File: config.mk
export PLATFORM = sky130hd
export DESIGN_NAME = state_advance_unit
export DESIGN_NICKNAME = d
export VERILOG_FILES = /design/src/rtl/state_advance_unit.sv
export SDC_FILE = /design/constraint.sdc
export NUM_CORES = 1
export LEC_CHECK = 0
export BUFFER_PORTS_ARGS = -buffer_cell sky130_fd_sc_hd__buf_2
export CAP_MARGIN = 20
export CORE_UTILIZATION = 56
export DETAILED_ROUTE_END_ITERATION = 10
export PLACE_DENSITY_LB_ADDON = 0.08
export SYNTH_ARGS = -nofsm -noshare
export SYNTH_HDL_FRONTEND = slang
export SYNTH_SLANG_ARGS = --single-unit
File: constraint.sdc
create_clock -name clk -period 5.3 [get_ports clk]
set_input_delay 0.795 -clock clk [delete_from_list [all_inputs] [get_ports clk]]
set_output_delay 0.795 -clock clk [all_outputs]
set_load 0.02 [all_outputs]
File: src/rtl/state_advance_unit.sv
// Time/state advance stage of the ODE accelerator: on an accepted step it
// advances t (clamped at t_end), copies x_new over x in shared memory and counts steps.
module state_advance_unit #(
  parameter int                WIDTH     = 32,
  parameter int                ADDR_W    = 16,
  parameter int                N_W       = 4,
  parameter logic [ADDR_W-1:0] X_BASE    = 16'h0000,
  parameter logic [ADDR_W-1:0] XNEW_BASE = 16'h0010,
  parameter int                CNT_W     = 16
) (
  input  logic              clk,
  input  logic              rst,
  input  logic              init,
  input  logic [WIDTH-1:0]  t0_in,
  input  logic [WIDTH-1:0]  tend_in,
  input  logic [N_W-1:0]    n_in,
  input  logic              advance,
  input  logic [WIDTH-1:0]  step_in,
  input  logic [WIDTH-1:0]  mem_rdata,
  output logic              mem_rd,
  output logic              mem_wr,
  output logic [ADDR_W-1:0] mem_addr,
  output logic [WIDTH-1:0]  mem_wdata,
  output logic              ready,
  output logic              done,
  output logic              finished,
  output logic              error,
  output logic [WIDTH-1:0]  t_out,
  output logic [WIDTH-1:0]  remaining_out,
  output logic [CNT_W-1:0]  step_count
);

  typedef enum logic [2:0] {
    S_IDLE     = 3'd0,
    S_READY    = 3'd1,
    S_ADD_T    = 3'd2,
    S_COPY_RD  = 3'd3,
    S_COPY_WR  = 3'd4,
    S_DONE     = 3'd5,
    S_FINISHED = 3'd6,
    S_ERROR    = 3'd7
  } state_t;

  state_t             state_r, state_s;
  logic [WIDTH-1:0]   t_r, t_s;
  logic [WIDTH-1:0]   tend_r, tend_s;
  logic [WIDTH-1:0]   h_r, h_s;
  logic [N_W-1:0]     n_r, n_s;
  logic [N_W-1:0]     idx_r, idx_s;
  logic [CNT_W-1:0]   cnt_r, cnt_s;
  logic               last_r, last_s;

  logic signed [WIDTH:0] sum_s;
  logic                  ovf_s;
  logic                  h_bad_s;
  logic                  reach_s;
  logic                  last_idx_s;
  logic [CNT_W-1:0]      cnt_inc_s;
  logic [ADDR_W-1:0]     idx_ext_s;

  // Step arithmetic: one extra bit exposes signed overflow of t + h.
  always_comb begin
    sum_s      = {t_r[WIDTH-1], t_r} + {h_r[WIDTH-1], h_r};
    ovf_s      = sum_s[WIDTH] ^ sum_s[WIDTH-1];
    h_bad_s    = h_r[WIDTH-1] | (h_r == {WIDTH{1'b0}});
    reach_s    = sum_s >= $signed({tend_r[WIDTH-1], tend_r});
    last_idx_s = (idx_r == (n_r - {{(N_W-1){1'b0}}, 1'b1}));
    cnt_inc_s  = (cnt_r == {CNT_W{1'b1}}) ? cnt_r : (cnt_r + {{(CNT_W-1){1'b0}}, 1'b1});
    idx_ext_s  = {{(ADDR_W-N_W){1'b0}}, idx_r};
  end

  // Next-state and datapath update; init overrides everything but rst.
  always_comb begin
    state_s = state_r;
    t_s     = t_r;
    tend_s  = tend_r;
    h_s     = h_r;
    n_s     = n_r;
    idx_s   = idx_r;
    cnt_s   = cnt_r;
    last_s  = last_r;
    if (init) begin
      t_s    = t0_in;
      tend_s = tend_in;
      n_s    = n_in;
      cnt_s  = {CNT_W{1'b0}};
      idx_s  = {N_W{1'b0}};
      last_s = 1'b0;
      if ($signed(tend_in) <= $signed(t0_in)) begin
        state_s = S_FINISHED;
      end else begin
        state_s = S_READY;
      end
    end else begin
      case (state_r)
        S_READY: begin
          if (advance) begin
            h_s     = step_in;
            state_s = S_ADD_T;
          end else begin
            state_s = S_READY;
          end
        end
        S_ADD_T: begin
          if (ovf_s || h_bad_s) begin
            state_s = S_ERROR;
          end else begin
            idx_s  = {N_W{1'b0}};
            last_s = reach_s;
            if (reach_s) begin
              t_s = tend_r;
            end else begin
              t_s = sum_s[WIDTH-1:0];
            end
            // An empty vector commits straight from the add cycle.
            if (n_r == {N_W{1'b0}}) begin
              cnt_s   = cnt_inc_s;
              state_s = reach_s ? S_FINISHED : S_DONE;
            end else begin
              state_s = S_COPY_RD;
            end
          end
        end
        S_COPY_RD: state_s = S_COPY_WR;
        S_COPY_WR: begin
          idx_s = idx_r + {{(N_W-1){1'b0}}, 1'b1};
          if (last_idx_s) begin
            cnt_s   = cnt_inc_s;
            state_s = last_r ? S_FINISHED : S_DONE;
          end else begin
            state_s = S_COPY_RD;
          end
        end
        S_DONE:     state_s = S_READY;
        S_FINISHED: state_s = S_FINISHED;
        S_ERROR:    state_s = S_ERROR;
        S_IDLE:     state_s = S_IDLE;
        default:    state_s = S_IDLE;
      endcase
    end
  end

  // State and datapath registers.
  always_ff @(posedge clk) begin
    if (rst) begin
      state_r <= S_IDLE;
      t_r     <= {WIDTH{1'b0}};
      tend_r  <= {WIDTH{1'b0}};
      h_r     <= {WIDTH{1'b0}};
      n_r     <= {N_W{1'b0}};
      idx_r   <= {N_W{1'b0}};
      cnt_r   <= {CNT_W{1'b0}};
      last_r  <= 1'b0;
    end else begin
      state_r <= state_s;
      t_r     <= t_s;
      tend_r  <= tend_s;
      h_r     <= h_s;
      n_r     <= n_s;
      idx_r   <= idx_s;
      cnt_r   <= cnt_s;
      last_r  <= last_s;
    end
  end

  // Moore output decode: strobes and status follow the state register only.
  always_comb begin
    mem_rd    = 1'b0;
    mem_wr    = 1'b0;
    mem_addr  = {ADDR_W{1'b0}};
    mem_wdata = {WIDTH{1'b0}};
    ready     = 1'b0;
    done      = 1'b0;
    finished  = 1'b0;
    error     = 1'b0;
    case (state_r)
      S_READY: ready = 1'b1;
      S_COPY_RD: begin
        mem_rd   = 1'b1;
        mem_addr = XNEW_BASE + idx_ext_s;
      end
      S_COPY_WR: begin
        mem_wr    = 1'b1;
        mem_addr  = X_BASE + idx_ext_s;
        mem_wdata = mem_rdata;
      end
      S_DONE:     done     = 1'b1;
      S_FINISHED: finished = 1'b1;
      S_ERROR:    error    = 1'b1;
      default:    ready    = 1'b0;
    endcase
  end

  assign t_out         = t_r;
  assign step_count    = cnt_r;
  assign remaining_out = (state_r == S_FINISHED) ? {WIDTH{1'b0}} : (tend_r - t_r);

endmodule

Word level (Yosys, flattened, before mapping)
Index checks and enable logic that the tools add are counted.

Reductions and logical operators: 12. Bitwise gates (word level): 4. Magnitude comparators: 2. Add/subtract/negate cells: 6. Equality and inequality tests: 13. Mux-type cells: 29.

Operators with widths (count): 32-bit 2-to-1 mux (6); 16-bit 2-to-1 mux (4); 32-bit by 32-bit adder with 33-bit output (1); 33-bit by 32-bit >= comparator with 1-bit output (1); 32-bit less-or-equal comparator (1); 32-bit zero test (1); 16-bit case mux with 2 select lines (1); 32-bit subtractor (1); 3-bit case mux with 8 select lines (1); 16-bit by 1-bit adder with 16-bit output, second input constant (1); 16-bit == test, second input constant (1); 3-bit 2-to-1 mux (5); 3-bit == test, second input constant (4); 6-bit case mux with 2 select lines (1); 2-bit != test, second input constant (4); 4-bit case mux with 2 select lines (1); 5-bit by 4-bit adder with 6-bit output, first input constant (1); 3-bit by 2-bit == test with 1-bit output, second input constant (2); 1-bit 2-to-1 mux (6); 2-bit 2-to-1 mux (3); 2-bit AND reduction (3); 4-bit by 1-bit adder with 4-bit output, second input constant (1); 4-bit == test (1); 4-bit zero test (1); 12 further kinds (14).

Flip-flop bits (word level): 124. Output and inout port bits: 134. Input bits: 136. Logic and storage cells: 74.

Longest topological paths before layout
Depth after elaboration: 7. Gate-level depth with buffers: 21. Mapped depth without buffers: 19.

Worst setup path after synthesis
No wires, ideal clock.

Path kind: register to register. Start: register t_r[0], in the netlist t_out[0]. End: register t_r[31], in the netlist t_out[31]. Buffers on the path: 1. Slack: 924 ps. Data required time: 5205 ps. Cell stages (with the launch flop): 21. Period minus slack after synthesis: 4376 ps. Arrival time: 4280 ps. Setup time: 95 ps. Path through: dfxtp_1 -> ha_1 -> fa_1 -> a211oi_2 -> o21ai_0 -> a21o_1 -> a21o_1 -> a21o_1 -> a21oi_1 -> xnor2_1 -> ha_1 -> a21o_1 -> a221o_1 -> nand2_1 -> o2111ai_1 -> o21a_1 -> nor2_4 -> clkbuf_1 -> a21oi_1 -> or3_1 -> o311ai_1.

Word-level cells in the longest chain between the ends: 6. Elaborated cells between the ends (all ways): 10. Those cells by class: add/sub: 1; order compare: 1; eq/ne: 1; mux: 4; bitwise: 1; reduce/logical: 2.

RTL lines: from (decl) (line 45) `logic [WIDTH-1:0] t_r, t_s;`; from (signal assigned) (line 147) `t_r <= {WIDTH{1'b0}};`; from (signal assigned) (line 156) `t_r <= t_s;`; 32-bit by 32-bit adder with 33-bit output (*) (line 63) `sum_s = {t_r[WIDTH-1], t_r} + {h_r[WIDTH-1], h_r};`; 33-bit by 32-bit >= comparator with 1-bit output (line 66) `reach_s = sum_s >= $signed({tend_r[WIDTH-1], tend_r});`; 32-bit 2-to-1 mux (line 110) `if (reach_s) begin`; 32-bit 2-to-1 mux (line 105) `if (ovf_s || h_bad_s) begin`; 32-bit 2-to-1 mux (line 95) `case (state_r)`; 32-bit 2-to-1 mux (line 82) `if (init) begin`.

Every way passes the cells marked *; elsewhere a longest branch is shown, timed or not. The select of a mux whose other input is x is not followed. A chain may end at the register's enable or synchronous reset.

Worst setup path after layout
Start: register t_r[0], in the netlist t_out[0]. End: register t_r[14], in the netlist t_out[14].

Same word-level chain as after synthesis.

==> results.toml <==
[logic_synthesis]
yosys_warnings = 0
synthAdderAreaFrac_pct = 14.8
synth_xor_area_share_pct = 3.69
netlist_area_sq_mm = 0.0114
synthMuxAreaShare_pct = 4.66
async_flop_share_pct = 0
synthCells = 1505
synth-edff-count = 0
post_synth_and_or_nand_nor_area_fraction_pct = 21.8
yosys.area.top_type = "dfxtp_1"
syn_avg_cell_area_sq_um = 7.58
synth_top_family_by_area = "compound AO/OA/AOI/OAI gates"
synth-compound-area-share_pct = 25.0
synth-seq-area-share_pct = 21.8
ys_ff_latch = 124
synth.distinct_cells = 81
synth_top_area_share_pct = 21.8
synth.area.top_cells = "dfxtp_1 22%, ha_1 14%, a21oi_1 7.4%"
synthFlopType = "dfxtp_1"

[critical_path]
slowest_delay_ps = 440
worstPathRequired_ps = 5630
worst_path_max_delay_cell = "fa_1"
start_kind = "register"
critPathBufInv = 1
arrival_ps = 5150
path_common_cell = "a21o_1"
path_max_fanout = 18
path_class = "register to register"
path_cells = "ha_1, fa_1, a211oi_2, o21ai_0, a21o_1, a21o_1, a21o_1, a21oi_1, xnor2_1, ha_1, a21o_1, a221o_1, nand2_1, o2111ai_1, o21a_1, nor2_4, buf_4, a21oi_1, or3_1, o311ai_1"
crit_family = "compound AO/OA/AOI/OAI gates"
crit_path_end_kind = "register"

[sta]
fin_setup_tns_ps = 0
worstMarginPinSlew_ps = 854
finalMaxSlewViolations = 0
fmax_mhz = 208
hold_violations = 0
finalCritPeriodShare_pct = 90.9
slew_headroom_pct = 43.1
rsz0062_at_grt = "no"
fin_worst_skew_ps = 10.1
min_period_ps = 4820
finalSetupViolations = 0

[die]
die_area_sq_mm = 0.0209
fp-row-count = 51
die_y_um = 145
start_util_pct = 57.9
dieWidth_um = 145
core_area_sq_mm = 0.0197
io_pins = 270

[layout]
syn2layout_area_growth_pct = 17.5
nets = 1992
final_cell_mix = "257 x buf_2, 169 x a21oi_1, 135 x nand2_1"
n_antenna_cell = 0
drive_gt1_share_pct = 19.3
layout_commonest_cell = "buf_2"
nFillCells = 1792
stdcell_count = 2000

[clocking]
cts-buffers-inserted = 17
post-cts-setup-buffer-count = 0
cts_resized = 0
htree_num_levels = 4
hold_buffers = 0
root_buffer = "clkbuf_16"
cts_tree = "built"
numClockSinks = 124
path_clk_slew_ps = 60
clkLatencyLatePin_ps = 430
clockBufferDepth = 2

[placement]
portBuffers = 258
gp_congestion = 0.995
place_inst = 1966
hpwl_um = 28300

[detailed_routing]
vias_per_cell = 5.93
routedWlPerCell_um = 18.1
drc = 0
firstDrtPassIters = 5
final_antenna_net_count = 0
drt_iter0_markers = 824
drt_wl_total_um = 36200
vias = 11900

[worst_hold_path]
hold_class = "register to register"

[global_route]
antenna_found_initial = 1
grt_pass1_vias = 10300
grt_usage_pct = 34.7
grt_overflow_total = 0
grt_max_degree = 67
grt_first_pass_wirelength_um = 55200

[outcome]
outcome = "finished clean"

[power_and_ir_drop]
p_leak_nw = 6.40
ir_drop_mv = 0.224
finalPower_mw = 3.58
power.density_mw_per_mm2 = 267

[flow_run]
drv_cap = 0
[cell usage after synthesis, drive strengths merged (39+ instances only)]
cell and count:
a21o 39, mux2i 52, nand4 42, clkbuf 60, and2 44, a21oi 173, dfxtp 124, o21ai 51
nand2 135, ha 132, inv 126, or3 40, nor2 97
[worst min-delay path, stage by stage, from the launching register on]
cell and delay [ps]:
dfxtp_1 320, nand2_1 60, a21oi_1 50
[final timing paths]
kind / from / endpoint / slack (ps) / depth (start not counted)
min: h_r[17] / h_r[17] / 480 / 2
max reg2reg: t_out[0] / t_out[14] / 480 / 20
min reg2reg: h_r[17] / h_r[17] / 480 / 2
max: t_out[0] / t_out[14] / 480 / 20
[kinds of logic after synthesis]
family,Yosys count
buffers and inverters,220
and+or+nand+nor,492
adders and majority gates,134
AOI/OAI and AO/OA,433
DFF,124
xor gates and xnor gates,48
other,1
muxes,53
[state kept, by name (all words and copies together) (netlist names)]
signal / count
last_r: 1
tend_r: 32
idx_r: 4
state_r: 3
step_count: 16
n_r: 4
h_r: 32
t_out: 32
[cell type report]
| cell class | instances | area, sq um | share of cell area [%] |
|---|---|---|---|
| clock buffers | 23 | 478 | 3.57 |
| flip-flops and latches | 124 | 2480 | 18.5 |
| multi-input cells | 1171 | 8030 | 59.9 |
| inverters | 128 | 480 | 3.58 |
| repair buffers | 280 | 1490 | 11.1 |
| well taps | 265 | 332 | 2.47 |
| clock inverters | 9 | 111 | 0.831 |
[routing by layer]
metal  wire length (um)  GRT usage, %
met1              16800          50.4
met2              14700          48.8
met4                818          11.2
met3               3800          9.28
met5                 13             0
[report_power, final]
| part | leakage, nW | internal, mW | switching [mW] |
|---|---|---|---|
| sequential | 1.01 | 0.978 | 0.0679 |
| clock | 0.284 | 0.730 | 0.444 |
| combinational | 5.11 | 0.502 | 0.858 |
| total | 6.40 | 2.21 | 1.37 |
[per-stage QoR]
step	hold WS, ps	cell area (sq um)	util [%]	worst slack (ps)
detailed placement	470	12800	64.8	588
global route	495	13400	68.0	202
CTS	478	13400	67.8	559
finish	479	13400	68.0	481
global placement	462	12800	64.7	687
floorplan	450	11400	-	924
No activity file was read; power rests on OpenSTA's default activity.
